===== config.mk =====
export PLATFORM = sky130hd
export DESIGN_NAME = spi_master_gen
export DESIGN_NICKNAME = d
export VERILOG_FILES = /design/src/rtl/spi_master_gen.sv
export SDC_FILE = /design/constraint.sdc
export NUM_CORES = 1
export LEC_CHECK = 0
export BUFFER_PORTS_ARGS = -buffer_cell sky130_fd_sc_hd__buf_4
export CAP_MARGIN = 10
export CORE_MARGIN = 10
export CORE_UTILIZATION = 45
export DETAILED_ROUTE_END_ITERATION = 7
export PLACE_DENSITY = 0.69
export SYNTH_ARGS = -nofsm -noshare
export SYNTH_HDL_FRONTEND = slang
export SYNTH_SLANG_ARGS = --single-unit

===== constraint.sdc =====
create_clock -name clk -period 2 [get_ports clk]
set_clock_uncertainty 0.15 [all_clocks]
set_input_delay 0.3 -clock clk [delete_from_list [all_inputs] [get_ports clk]]
set_output_delay 0.3 -clock clk [all_outputs]
set_load 0.01 [all_outputs]

===== src/rtl/spi_master_gen.sv =====
// Full-duplex SPI master: DATA_W-bit words, all four CPOL/CPHA modes, runtime
// half-period divide, LSB/MSB-first order and chip select optionally held between words.
module spi_master_gen #(
  parameter int DATA_W = 8,
  parameter int DIV_W  = 8
) (
  input  logic              clk,
  input  logic              rst,
  input  logic              go,
  output logic              ready,
  output logic              done,
  input  logic [DATA_W-1:0] data_in,
  output logic [DATA_W-1:0] data_out,
  input  logic [DIV_W-1:0]  clk_div,
  input  logic              cpol,
  input  logic              cpha,
  input  logic              lsb_first,
  input  logic              hold_cs,
  output logic              sclk,
  output logic              mosi,
  input  logic              miso,
  output logic              cs_n
);
  localparam int EC_W = $clog2(2*DATA_W+1);
  localparam logic [EC_W-1:0] LAST_EDGE  = EC_W'(2*DATA_W);
  localparam logic [EC_W-1:0] FIRST_EDGE = EC_W'(1);

  typedef enum logic [1:0] {IDLE, SETUP, XFER, HOLD} state_t;
  state_t state_reg, state_next;

  logic [DIV_W-1:0]  div_reg, cnt_reg;
  logic [EC_W-1:0]   edge_reg, edge_num;
  logic [DATA_W-1:0] tx_reg, rx_reg, rx_next, data_out_reg;
  logic              cpol_reg, cpha_reg, lsb_reg, hold_reg;
  logic              sclk_reg, cs_n_reg, done_reg, samp_pend_reg;
  logic              tick, edge_now, shift_now, samp_now, finish;

  always_comb begin
    state_next = state_reg;
    tick       = (state_reg != IDLE) && (cnt_reg == div_reg);
    edge_num   = edge_reg + 1'b1;
    edge_now   = (state_reg == XFER) && tick && (edge_reg != LAST_EDGE);
    shift_now  = 1'b0;
    samp_now   = 1'b0;
    if (edge_now) begin
      // Odd edges are leading; the first shift of cpha=1 and the last of cpha=0 are dropped.
      if (cpha_reg) shift_now = edge_num[0] && (edge_num != FIRST_EDGE);
      else          shift_now = !edge_num[0] && (edge_num != LAST_EDGE);
      samp_now = edge_num[0] ^ cpha_reg;
    end

    unique case (state_reg)
      IDLE:  if (go) state_next = cs_n_reg ? SETUP : XFER;
      SETUP: if (tick) state_next = XFER;
      XFER: begin
        if (tick) begin
          // With hold_cs the closing half-period is spent in XFER and HOLD is bypassed.
          if (edge_reg == LAST_EDGE)                      state_next = IDLE;
          else if ((edge_num == LAST_EDGE) && !hold_reg)  state_next = HOLD;
        end
      end
      HOLD:  if (tick) state_next = IDLE;
      default: state_next = IDLE;
    endcase
    finish = (state_reg != IDLE) && (state_next == IDLE);

    // miso is captured one cycle after the sampling edge becomes visible on sclk.
    rx_next = rx_reg;
    if (samp_pend_reg)
      rx_next = lsb_reg ? {miso, rx_reg[DATA_W-1:1]} : {rx_reg[DATA_W-2:0], miso};
  end

  always_ff @(posedge clk or posedge rst) begin
    if (rst) state_reg <= IDLE;
    else     state_reg <= state_next;
  end

  always_ff @(posedge clk or posedge rst) begin
    if (rst) begin
      div_reg       <= '0;
      cnt_reg       <= '0;
      edge_reg      <= '0;
      tx_reg        <= '0;
      rx_reg        <= '0;
      data_out_reg  <= '0;
      cpol_reg      <= 1'b0;
      cpha_reg      <= 1'b0;
      lsb_reg       <= 1'b0;
      hold_reg      <= 1'b0;
      sclk_reg      <= 1'b0;
      cs_n_reg      <= 1'b1;
      done_reg      <= 1'b0;
      samp_pend_reg <= 1'b0;
    end else begin
      done_reg      <= finish;
      samp_pend_reg <= samp_now;
      rx_reg        <= rx_next;
      if (state_reg == IDLE) begin
        sclk_reg <= cpol;
        if (go) begin
          tx_reg   <= data_in;
          div_reg  <= clk_div;
          cpol_reg <= cpol;
          cpha_reg <= cpha;
          lsb_reg  <= lsb_first;
          hold_reg <= hold_cs;
          cnt_reg  <= '0;
          edge_reg <= '0;
          cs_n_reg <= 1'b0;
        end
      end else begin
        cnt_reg <= tick ? '0 : cnt_reg + 1'b1;
        if (edge_now) begin
          edge_reg <= edge_num;
          sclk_reg <= ~sclk_reg;
        end
        if (shift_now) tx_reg <= lsb_reg ? (tx_reg >> 1) : (tx_reg << 1);
        if (finish) begin
          cs_n_reg     <= ~hold_reg;
          data_out_reg <= rx_next;
        end
      end
    end
  end

  assign ready    = (state_reg == IDLE);
  assign done     = done_reg;
  assign data_out = data_out_reg;
  assign sclk     = sclk_reg;
  assign cs_n     = cs_n_reg;
  assign mosi     = lsb_reg ? tx_reg[0] : tx_reg[DATA_W-1];

endmodule


==> metrics.md <==
| Metric | Value |
|---|---|
| Max_cap viols | 0 |
| Die area | 10,300 sq um |
| CTS buffer count | 5 |
| Final core occ | 0.598 |
| Setup Viol. Count Final | 0 |
| Row count | 29 |
| Total global-route track usage | 0.138 |
| Syn Nets | 325 |
| Initial Util | 0.468 |
| Clk_lat worst skew | 0.31 ns |
| Share of layout cells above drive strength 1 | 0.373 |
| Global-route wire length before repair | 11,900 um |
| Run status | finished clean |
| Drt first pass iters | 4 |
| Hold Path Class | in2reg |
| DRT antenna net count | 0 |
| Vias | 2,493 |
| Boundary Pins | 37 |
| Clock Path Buffers | 2 |
| Fin. Hold Viols | 0 |
| Storage cell area | 1350 sq um |
| Worst slew margin | 0.697 |
| WL/cell | 15.7 um |
| Min cycle time layout | 1.95 ns |
| Clock Sinks | 54 |
| PwrDens | 472 nW/um^2 |
| F_max | 512 MHz |
| Max FO, Critical Path | 8 |
| Yosys Warn Count | 0 |
| Syn Area/Cell | 10.1 sq um |
| Post-synth EDFFs | 0 |
| Crit. End Element | flip-flop |
| Initial antenna violation count | 0 |
| RSZ-0062 raised after global routing | yes |
| Worst Path Arrival | 2.01 ns |
| Required @ worst endpoint | 2.06 ns |
| Vias in the first global route | 2,455 |
| Synthesized netlist cell count | 297 |
| Die width | 102 um |
| Dominant register cell in the synthesized netlist | dfrtp_1 |
| Design area | 3820 sq um |
| Leak | 0.00172 uW |
| FF+latch count, synth | 54 |
| Multi-input gate area | 1620 sq um |
| Die height | 102 um |
| H-tree depth | 2 |
| Final wirelength | 6880 um |
| DRC | 0 |
| Layout Nets | 389 |
| DR iter-0 viols | 75 |
| Least-Margin Pin Slew | 0.454 ns |
| Most frequent cells in the layout | buf_4, dfrtp_1, nand3_1 |
| Core area | 6390 sq um |
| Worst-path clk slew | 0.11 ns |
| CTS tree | done |
| Ant diodes | 0 |
| Post-synthesis sequential area ratio | 0.452 |
| Asr flop ratio synth | 1.00 |
| Fill cell count | 550 |
| CTS Root Cell | clkbuf_8 |
| Max VDD drop | 0.542 mV |
| CP Class | reg2reg |
| Dpl hpwl | 5080 um |
| Final Wtd Congestion | 0.882 |
| Tcrit/Tclk final | 0.976 |
| Synth-to-layout area growth | 27.7% |
| Slew Viols, Final | 0 |
| DP Area | 3610 sq um |
| I/O Buffers | 36 |
| Most common cell after layout, fill and taps aside | buf_4 |
| Netlist cell types | 51 |
| Pin count of the biggest net entering global routing | 29 |
| Worst Setup Start Kind | flip-flop |
| Avg Vias per Cell | 5.68 |
| Syn Std Cell Area | 2990 sq um |
| Gr ovfl total | 0 |
## final timing paths
path / start / endpoint / slack, ns / cells past startpoint
max: edge_reg[0]$_DFFE_PP0P_ / tx_reg[6]$_DFFE_PP0P_ / 0.05 / 7
min in group asynchronous: rst / done$_DFF_PP0_ / 0.47 / 4
max in group asynchronous: rst / cs_n$_DFFE_PP1P_ / 0.90 / 4
min reg2reg: hold_reg$_DFFE_PP0P_ / cs_n$_DFFE_PP1P_ / 0.34 / 1
max reg2reg: edge_reg[0]$_DFFE_PP0P_ / tx_reg[6]$_DFFE_PP0P_ / 0.05 / 7
min: clk_div[6] / div_reg[6]$_DFFE_PP0P_ / 0.06 / 2
## per-layer routing
layer,wire [um],vias up,global-route usage
li1,-,1213,-
met5,0,-,0
met1,3140,1220,0.185
met2,3320,51,0.218
met4,95,0,0.0322
met3,326,9,0.0340
## where the power goes
part | internal, uW | switching, uW | total, uW
Clock | 259 | 385 | 644
Combinational | 33.6 | 34.2 | 67.9
Sequential | 1090 | 0 | 1090
Total | 1380 | 419 | 1800
## synthesized netlist by cell type, types with 2 or more instances
cell,instances,area share
buf_1,2,0.0025
nor3b_1,3,0.0075
buf_2,10,0.017
a21o_1,3,0.0075
or2_2,3,0.0063
o2111ai_1,6,0.018
mux2i_1,15,0.050
clkbuf_1,8,0.010
nor2_1,18,0.023
dfrtp_1,53,0.44
o211ai_1,11,0.028
and3_1,2,0.0042
nand2b_1,3,0.0063
nand2_1,24,0.030
xnor2_1,9,0.026
or3_1,4,0.0084
a31oi_1,6,0.013
inv_1,6,0.0075
nand3_1,24,0.040
and3_2,2,0.0050
o211a_1,9,0.030
mux2_2,21,0.079
o21ai_0,12,0.020
ha_1,4,0.017
a21oi_1,13,0.022
## layout make-up
class,count,share of cell area
multi-input combinational,215,0.424
sequential,54,0.354
timing repair buffer,78,0.164
tap,77,0.0252
clock buffer,5,0.0180
clock inverter,3,0.00688
inverter,7,0.00688
## cells by family (layout without fill, tap and decap cells)
group | Yosys count | after routing | synth area share
multiplexers | 36 | 36 | 0.129
XOR/XNOR | 10 | 10 | 0.0293
AO/OA/AOI/OAI | 70 | 70 | 0.168
flip-flops | 54 | 54 | 0.452
AND/OR/NAND/NOR | 95 | 95 | 0.163
buffers and inverters | 28 | 93 | 0.0418
adder cells (fa/ha/maj) | 4 | 4 | 0.0167
## stage by stage
step,total power (uW),hold WS [ns],setup TNS [ns],instances,worst slack [ns]
6_report,1800,0.0597,0,439,0.0479
2_1_floorplan,1130,0.259,-0.303,297,-0.125
3_5_place_dp,1180,0.249,-0.445,428,-0.0943
4_1_cts,1820,0.0547,0,439,0.00166
5_1_grt,1890,0.0432,-0.259,439,-0.0431
3_3_place_gp,1180,0.240,-0.0490,428,-0.0490
## timing repair
item                                    CTS  global route
gates resized for setup                   4            12
pin swaps                                 0             7
buffers inserted                          2             0
gates cloned                              0             0
endpoints found under the setup margin   20            26
hold buffers                              1             0
hold endpoints to repair                 53             0
## critical path, stage by stage (launching register included)
cell and delay (ns):
dfrtp_1 0.43, ha_2 0.23, and2_1 0.15, a21o_1 0.18, a311oi_4 0.29, buf_6 0.17, o2111ai_1 0.12, o211ai_1 0.14
Note: power is estimated with default switching activity, not from simulation.
